--- src/rtl/ball_pkg.sv ---
// Shared types and constants for the ball position engine.
// Holds the FSM state encoding, the per-axis move direction encoding,
// the default wall code and a small helper used by the tilt debounce.
package ball_pkg;

  typedef enum logic [2:0] {
    IDLE    = 3'd0,
    PROBE_X = 3'd1,
    CHECK_X = 3'd2,
    PROBE_Y = 3'd3,
    CHECK_Y = 3'd4
  } ball_state_t;

  typedef enum logic [1:0] {
    DIR_NONE = 2'd0,
    DIR_INC  = 2'd1,
    DIR_DEC  = 2'd2
  } ball_dir_t;

  localparam int WALL_CODE_DEFAULT = 2;

  // A direction only survives when it matches the one seen on the previous tick.
  function automatic ball_dir_t debounce_dir(input ball_dir_t cur, input ball_dir_t prev);
    return (cur == prev) ? cur : DIR_NONE;
  endfunction

endpackage

--- src/rtl/ball_tick_gen.sv ---
// Periodic one-cycle tick generator shared by the game blocks.
// The counter runs 0..TOP_CNT and the tick is high on the wrap cycle.
// SIMULATE shortens the period to SIMULATE_FREQUENCY_CNT+1 cycles.
module ball_tick_gen #(
  parameter int CLK_FREQUENCY_HZ       = 100000000,
  parameter int UPDATE_FREQUENCY_HZ    = 5,
  parameter int SIMULATE               = 0,
  parameter int SIMULATE_FREQUENCY_CNT = 5
) (
  input  logic clk,
  input  logic reset,
  output logic tick
);

  localparam int TOP_CNT = (SIMULATE != 0) ? SIMULATE_FREQUENCY_CNT
                                           : (CLK_FREQUENCY_HZ / UPDATE_FREQUENCY_HZ) - 1;
  localparam int CNT_W = (TOP_CNT > 0) ? $clog2(TOP_CNT + 1) : 1;
  localparam logic [CNT_W-1:0] TOP_VAL = CNT_W'(TOP_CNT);

  logic [CNT_W-1:0] cnt;

  // Free-running counter that wraps back to zero after the terminal count.
  always_ff @(posedge clk) begin
    if (reset) begin
      cnt <= '0;
    end else if (cnt == TOP_VAL) begin
      cnt <= '0;
    end else begin
      cnt <= cnt + CNT_W'(1);
    end
  end

  assign tick = (cnt == TOP_VAL);

endmodule

--- src/rtl/ball_mover.sv ---
// Accelerometer-driven ball position engine for the labyrinth game.
// On every update tick each axis gets a direction from its tilt sample;
// the candidate cell is probed in the world map and the move is committed
// only if that cell is not a wall. X is resolved first, then Y using the
// already-updated X, so diagonal moves are two orthogonal steps.
// Optional build macro: BALL_TILT_DEBOUNCE_EN -- a direction must repeat
// on two consecutive ticks before it is acted upon.
module ball_mover
  import ball_pkg::*;
#(
  parameter int CLK_FREQUENCY_HZ       = 100000000,
  parameter int UPDATE_FREQUENCY_HZ    = 5,
  parameter int SIMULATE               = 0,
  parameter int SIMULATE_FREQUENCY_CNT = 5,
  parameter int ACCEL_WIDTH            = 8,
  parameter int POS_WIDTH              = 8,
  parameter int THRESH_HI              = 192,
  parameter int THRESH_LO              = 64,
  parameter int X_MAX                  = 79,
  parameter int Y_MAX                  = 59,
  parameter int X_START                = 1,
  parameter int Y_START                = 1,
  parameter int WALL_CODE              = WALL_CODE_DEFAULT
) (
  input  logic                   clk,
  input  logic                   reset,
  input  logic [ACCEL_WIDTH-1:0] accel_x,
  input  logic [ACCEL_WIDTH-1:0] accel_y,
  output logic [POS_WIDTH-1:0]   wrld_col_addr,
  output logic [POS_WIDTH-1:0]   wrld_row_addr,
  input  logic [7:0]             wrld_loc_info,
  output logic [POS_WIDTH-1:0]   x_out,
  output logic [POS_WIDTH-1:0]   y_out,
  output logic                   move_valid,
  output logic                   blocked_x,
  output logic                   blocked_y,
  output logic                   busy
);

  // One extra bit so x_out-1 at zero and x_out+1 at the top both land above the limit.
  localparam int CW = POS_WIDTH + 1;
  localparam logic [CW-1:0]          X_LIM   = CW'(X_MAX);
  localparam logic [CW-1:0]          Y_LIM   = CW'(Y_MAX);
  localparam logic [POS_WIDTH-1:0]   X_INIT  = POS_WIDTH'(X_START);
  localparam logic [POS_WIDTH-1:0]   Y_INIT  = POS_WIDTH'(Y_START);
  localparam logic [7:0]             WALL_V  = 8'(WALL_CODE);
  localparam logic [ACCEL_WIDTH-1:0] HI_V    = ACCEL_WIDTH'(THRESH_HI);
  localparam logic [ACCEL_WIDTH-1:0] LO_V    = ACCEL_WIDTH'(THRESH_LO);

  logic        tick;
  ball_state_t state, next_state;
  ball_dir_t   raw_x, raw_y;
  ball_dir_t   use_x, use_y;
  ball_dir_t   dir_x, dir_y;
  logic [CW-1:0] cand_x, cand_y;
  logic        x_oob, y_oob;
  logic        x_skip, y_skip;
  logic        moved;

  ball_tick_gen #(
    .CLK_FREQUENCY_HZ      (CLK_FREQUENCY_HZ),
    .UPDATE_FREQUENCY_HZ   (UPDATE_FREQUENCY_HZ),
    .SIMULATE              (SIMULATE),
    .SIMULATE_FREQUENCY_CNT(SIMULATE_FREQUENCY_CNT)
  ) u_tick (
    .clk  (clk),
    .reset(reset),
    .tick (tick)
  );

  // Threshold each tilt sample into increment / decrement / hold.
  always_comb begin
    raw_x = DIR_NONE;
    raw_y = DIR_NONE;
    if (accel_x >= HI_V)      raw_x = DIR_INC;
    else if (accel_x <= LO_V) raw_x = DIR_DEC;
    if (accel_y >= HI_V)      raw_y = DIR_INC;
    else if (accel_y <= LO_V) raw_y = DIR_DEC;
  end

`ifdef BALL_TILT_DEBOUNCE_EN
  ball_dir_t prev_x, prev_y;

  // Remember each axis direction from the previous tick for the debounce compare.
  always_ff @(posedge clk) begin
    if (reset) begin
      prev_x <= DIR_NONE;
      prev_y <= DIR_NONE;
    end else if (tick) begin
      prev_x <= raw_x;
      prev_y <= raw_y;
    end
  end

  assign use_x = debounce_dir(raw_x, prev_x);
  assign use_y = debounce_dir(raw_y, prev_y);
`else
  assign use_x = raw_x;
  assign use_y = raw_y;
`endif

  // Candidate coordinates and the out-of-range / nothing-to-do decisions per axis.
  always_comb begin
    cand_x = {1'b0, x_out};
    cand_y = {1'b0, y_out};
    if (dir_x == DIR_INC)      cand_x = {1'b0, x_out} + CW'(1);
    else if (dir_x == DIR_DEC) cand_x = {1'b0, x_out} - CW'(1);
    if (dir_y == DIR_INC)      cand_y = {1'b0, y_out} + CW'(1);
    else if (dir_y == DIR_DEC) cand_y = {1'b0, y_out} - CW'(1);
    x_oob  = (cand_x > X_LIM);
    y_oob  = (cand_y > Y_LIM);
    x_skip = (dir_x == DIR_NONE) || x_oob;
    y_skip = (dir_y == DIR_NONE) || y_oob;
  end

  // FSM state register.
  always_ff @(posedge clk) begin
    if (reset) begin
      state <= IDLE;
    end else begin
      state <= next_state;
    end
  end

  // Next-state logic: X probe/check, then Y probe/check, skipping idle axes.
  always_comb begin
    next_state = state;
    case (state)
      IDLE:    if (tick) next_state = PROBE_X;
      PROBE_X: next_state = x_skip ? PROBE_Y : CHECK_X;
      CHECK_X: next_state = PROBE_Y;
      PROBE_Y: next_state = y_skip ? IDLE : CHECK_Y;
      CHECK_Y: next_state = IDLE;
      default: next_state = IDLE;
    endcase
  end

  // Map address: current position, or the candidate held from PROBE through CHECK.
  always_comb begin
    wrld_col_addr = x_out;
    wrld_row_addr = y_out;
    if ((state == PROBE_X || state == CHECK_X) && !x_skip) begin
      wrld_col_addr = cand_x[POS_WIDTH-1:0];
    end
    if ((state == PROBE_Y || state == CHECK_Y) && !y_skip) begin
      wrld_row_addr = cand_y[POS_WIDTH-1:0];
    end
  end

  assign busy = (state != IDLE);

  // Position, blocked flags and the move pulse; updated only as the FSM walks the axes.
  always_ff @(posedge clk) begin
    if (reset) begin
      x_out      <= X_INIT;
      y_out      <= Y_INIT;
      move_valid <= 1'b0;
      blocked_x  <= 1'b0;
      blocked_y  <= 1'b0;
      moved      <= 1'b0;
      dir_x      <= DIR_NONE;
      dir_y      <= DIR_NONE;
    end else begin
      move_valid <= 1'b0;
      case (state)
        IDLE: begin
          if (tick) begin
            dir_x <= use_x;
            dir_y <= use_y;
            moved <= 1'b0;
          end
        end
        PROBE_X: begin
          if (dir_x == DIR_NONE) blocked_x <= 1'b0;
          else if (x_oob)        blocked_x <= 1'b1;
        end
        CHECK_X: begin
          if (wrld_loc_info == WALL_V) begin
            blocked_x <= 1'b1;
          end else begin
            x_out     <= cand_x[POS_WIDTH-1:0];
            blocked_x <= 1'b0;
            moved     <= 1'b1;
          end
        end
        PROBE_Y: begin
          if (dir_y == DIR_NONE) blocked_y <= 1'b0;
          else if (y_oob)        blocked_y <= 1'b1;
          if (y_skip) move_valid <= moved;
        end
        CHECK_Y: begin
          if (wrld_loc_info == WALL_V) begin
            blocked_y  <= 1'b1;
            move_valid <= moved;
          end else begin
            y_out      <= cand_y[POS_WIDTH-1:0];
            blocked_y  <= 1'b0;
            move_valid <= 1'b1;
          end
        end
        default: ;
      endcase
    end
  end

endmodule

--- config.mk ---
export PLATFORM = sky130hd
export DESIGN_NAME = ball_mover
export DESIGN_NICKNAME = d
export VERILOG_FILES = /design/src/rtl/ball_pkg.sv /design/src/rtl/ball_tick_gen.sv /design/src/rtl/ball_mover.sv
export SDC_FILE = /design/constraint.sdc
export NUM_CORES = 1
export LEC_CHECK = 0
export ABC_AREA = 1
export BUFFER_PORTS_ARGS = -buffer_cell sky130_fd_sc_hd__buf_4
export CORE_UTILIZATION = 40
export CTS_CLUSTER_SIZE = 10
export DETAILED_ROUTE_END_ITERATION = 10
export GPL_TIMING_DRIVEN = 0
export PLACE_DENSITY = 0.71
export SYNTH_ARGS = -nofsm -noshare
export SYNTH_HDL_FRONTEND = slang
export SYNTH_SLANG_ARGS = --single-unit
export TNS_END_PERCENT = 5
--- constraint.sdc ---
create_clock -name clk -period 2.5 [get_ports clk]
set_input_delay 0 -clock clk [delete_from_list [all_inputs] [get_ports clk]]
set_output_delay 0 -clock clk [all_outputs]
set_load 0.1 [all_outputs]
==> flow_metrics.env <==
export IMPL_tritoncts="built"
export IMPL_period_minus_slack_ns=2.35
export IMPL_setup_viol=0
export IMPL_fp_dieArea_mm2=0.00836
export IMPL_timing_fmax_ghz=0.425
export IMPL_synth_edff_count=0
export IMPL_regToRegStartpoint="u_tick.cnt[0]"
export IMPL_power_switching_share_pct=32.9
export IMPL_vias=3548
export IMPL_leakagePower_nw=1.86
export IMPL_grt_max_degree=16
export IMPL_share_clk_of_total_power_pct=30.5
export IMPL_grt_first_pass_wirelength_um=14100
export IMPL_criticalPathCategory="reg2out"
export IMPL_synth_fp_nets=544
export IMPL_p_seq_share_pct=45.8
export IMPL_cts_max_level=2
export IMPL_detail_route_wl_per_cell_um=11.9
export IMPL_net_switching_power_mw=0.627
export IMPL_syn_avg_cell_area_um2=6.24
export IMPL_start_util_pct=41.4
export IMPL_synthCells=513
export IMPL_dp_cells=676
export IMPL_clockRootBuffer="sky130_fd_sc_hd__clkbuf_8"
export IMPL_worstPathArrival_ns=2.35
export IMPL_most_frequent_cells_in_the_layout="sky130_fd_sc_hd__nand2_1 (122), sky130_fd_sc_hd__inv_1 (73), sky130_fd_sc_hd__nor2_1 (61)"
export IMPL_num_antenna_cells=0
export IMPL_min_from="accel_x[1]"
export IMPL_worst_ir_drop_vdd_uv=347
export IMPL_place_gp_congestion=0.880
export IMPL_drtPass1Iterations=5
export IMPL_nNetsFinal=625
export IMPL_clkSlewWorstSetupHoldPaths_ns=0.09
export IMPL_clk_insertion_delay_late_ns=0.30
export IMPL_drive_above_1_share_pct=22.2
export IMPL_drc=0
export IMPL_grt_overflow_total=0
export IMPL_critical_path_max_fanout=6
export IMPL_ant_nets=0
export IMPL_buffer_ports_inserted=61
export IMPL_ctsLongestPathBuffers=2
export IMPL_synthToLayoutAreaGrowth_pct=35.5
export IMPL_timing_final_ws_setup_ns=0.150
export IMPL_rsz0062_at_grt="yes"
export IMPL_die_width_um=91.4
export IMPL_required_ns=2.50
export IMPL_maxSlewViolCount=0
export IMPL_initial_antenna_violation_count=0
export IMPL_cell_internal_pwr_mw=1.28
export IMPL_initialDrtViolationCount=112
export IMPL_yosys_warnings=0
export IMPL_run_status="finished, final reports clean"
export IMPL_fin_hold_ws_ns=0.0837
export IMPL_post_synth_instance_area_mm2=0.00320
export IMPL_grt_usage_pct=20.3
export IMPL_placement_cell_area_mm2=0.00396
export IMPL_chipHeight_um=91.4
export IMPL_dominantRegCellSynth="sky130_fd_sc_hd__dfxtp_1"
export IMPL_top_level_ports=62
export IMPL_power_density_mw_per_mm2=439
export IMPL_coreArea_mm2=0.00773
export IMPL_clock_tree_sinks=52
export IMPL_yosysUniqueCellTypes=36
export IMPL_fin_cells=697
export IMPL_postLayoutCellArea_mm2=0.00433
export IMPL_final_common_cell="sky130_fd_sc_hd__nand2_1"
export IMPL_std_cell_rows=32
export IMPL_critPathCaptureType="output port"
export IMPL_max_slew_margin_rel_pct=63.7
export IMPL_cts_buffers_inserted=5
export IMPL_finClkSkew_ns=0.00476
export IMPL_yosys_register_bits=52
export IMPL_hold_viol_final=0
export IMPL_drv_cap=0
export IMPL_classification_of_the_worst_slack_hold_path="in2reg"
export IMPL_final_min_period_over_clock_period_pct=94.0
export IMPL_viasPerCell=5.09
export IMPL_tightest_slew_ns=0.544
export IMPL_postSynth_asyncResetShare_pct=0
export IMPL_critPathLaunch="x_out[1]"
export IMPL_synth_seq_area_share_pct=32.5
export IMPL_place_worst_setup_slack_ns=-0.253
export IMPL_critPathLaunchType="flop"
export IMPL_dp_final_hpwl_um=6250
export IMPL_power_share_combinational_pct=23.7
export IMPL_detail_route_wirelength_um=8280
export IMPL_grt_pass1_vias=3229
## worst paths after layout
| check | slack (ns) | to | cells past startpoint |
|---|---|---|---|
| setup / recovery | 0.15 | wrld_col_addr[1] | 14 |
| hold / removal | 0.08 | dir_x[1] | 6 |
| setup reg to reg | 0.19 | dir_x[0] | 10 |
| hold reg to reg | 0.45 | u_tick.cnt[0] | 1 |
## synthesized netlist by cell type, drive strengths merged, types with 2 or more instances
library cell / n / share of area (%)
a21oi: 29 / 4.5
a221oi: 2 / 0.55
buf: 5 / 1.1
clkbuf: 4 / 0.51
dfxtp: 52 / 33
ha: 5 / 2.0
inv: 82 / 9.6
nand2: 126 / 15
nand3: 40 / 6.4
nand4: 14 / 2.7
nor2: 68 / 8.7
nor3: 15 / 2.5
nor4: 5 / 1.4
o211ai: 3 / 0.70
o21ai: 41 / 6.4
or2: 3 / 0.59
xnor2: 2 / 0.55
xor2: 10 / 2.7
## cell type report
| cell class | instances | area, um2 |
|---|---|---|
| inverters | 82 | 318 |
| fillers | 760 | 3390 |
| plain buffers | 9 | 52.6 |
| multi-input cells | 370 | 1980 |
| clock inverters | 2 | 35.0 |
| clock buffers | 6 | 72.6 |
| flip-flops and latches | 52 | 1070 |
| repair buffers | 74 | 679 |
| well taps | 102 | 128 |
## power by group through the flow
| stage | clock (mW) | combinational, mW | sequential, mW |
|---|---|---|---|
| after floorplan | 0 | 0.230 | 0.986 |
| after global placement | 0 | 0.425 | 0.891 |
| after detailed placement | 0 | 0.430 | 0.891 |
| after CTS | 0.594 | 0.451 | 0.873 |
| after global routing | 0.623 | 0.482 | 0.876 |
| final | 0.580 | 0.452 | 0.871 |
## kinds of logic (layout without fill, tap and decap cells)
logic type | after synthesis | in the layout | synth area share (%)
xor+xnor | 12 | 12 | 3.29
compound gates | 78 | 78 | 12.9
buf+inv | 91 | 173 | 11.3
simple gates | 275 | 275 | 38.1
flops | 52 | 52 | 32.5
fa+ha+maj | 5 | 5 | 1.96
## timing repair
| action | CTS | global route |
|---|---|---|
| hold buffers | 7 | 0 |
| gates resized for setup | 22 | 26 |
| gates cloned | 0 | 1 |
| pin swaps | 0 | 1 |
| setup endpoints to repair | 13 | 17 |
| buffers inserted | 5 | 0 |
| endpoints found under the hold margin | 4 | 0 |
## per-layer routing
layer	up-vias	global-route usage [%]	wire length (um)
met5	-	0	0
met1	1598	25.4	3680
met4	0	5.56	109
met3	11	3.18	489
met2	111	35.7	4000
li1	1828	-	-
## worst max-delay path, cell delays in order (launching register included)
cell,delay [ns]
sky130_fd_sc_hd__dfxtp_4,0.38
sky130_fd_sc_hd__inv_4,0.08
sky130_fd_sc_hd__ha_1,0.14
sky130_fd_sc_hd__inv_1,0.05
sky130_fd_sc_hd__nor2_2,0.13
sky130_fd_sc_hd__nand4_1,0.14
sky130_fd_sc_hd__nand2_1,0.10
sky130_fd_sc_hd__nand2_1,0.05
sky130_fd_sc_hd__nand2_1,0.11
sky130_fd_sc_hd__nand2_2,0.10
sky130_fd_sc_hd__nand3_4,0.11
sky130_fd_sc_hd__clkinvlp_4,0.15
sky130_fd_sc_hd__buf_4,0.17
sky130_fd_sc_hd__o21ai_4,0.16
sky130_fd_sc_hd__buf_12,0.19
## registers in the layout, indices dropped and copies added (netlist names)
signal and count:
move_valid 1, blocked_y 1, dir_y 2, u_tick.cnt 25, x_out 8, dir_x 2, y_out 8, state 3
blocked_x 1, moved 1
## through the flow
step / setup TNS, ns / util (%) / total power, mW
2_1_floorplan: -0.360 / - / 1.22
3_3_place_gp: -0.629 / 51.2 / 1.32
3_5_place_dp: -0.737 / 51.2 / 1.32
4_1_cts: -0.00323 / 55.1 / 1.92
5_1_grt: -0.0700 / 56.1 / 1.98
6_report: 0 / 56.1 / 1.90
Note: power is estimated with default switching activity, not from simulation.
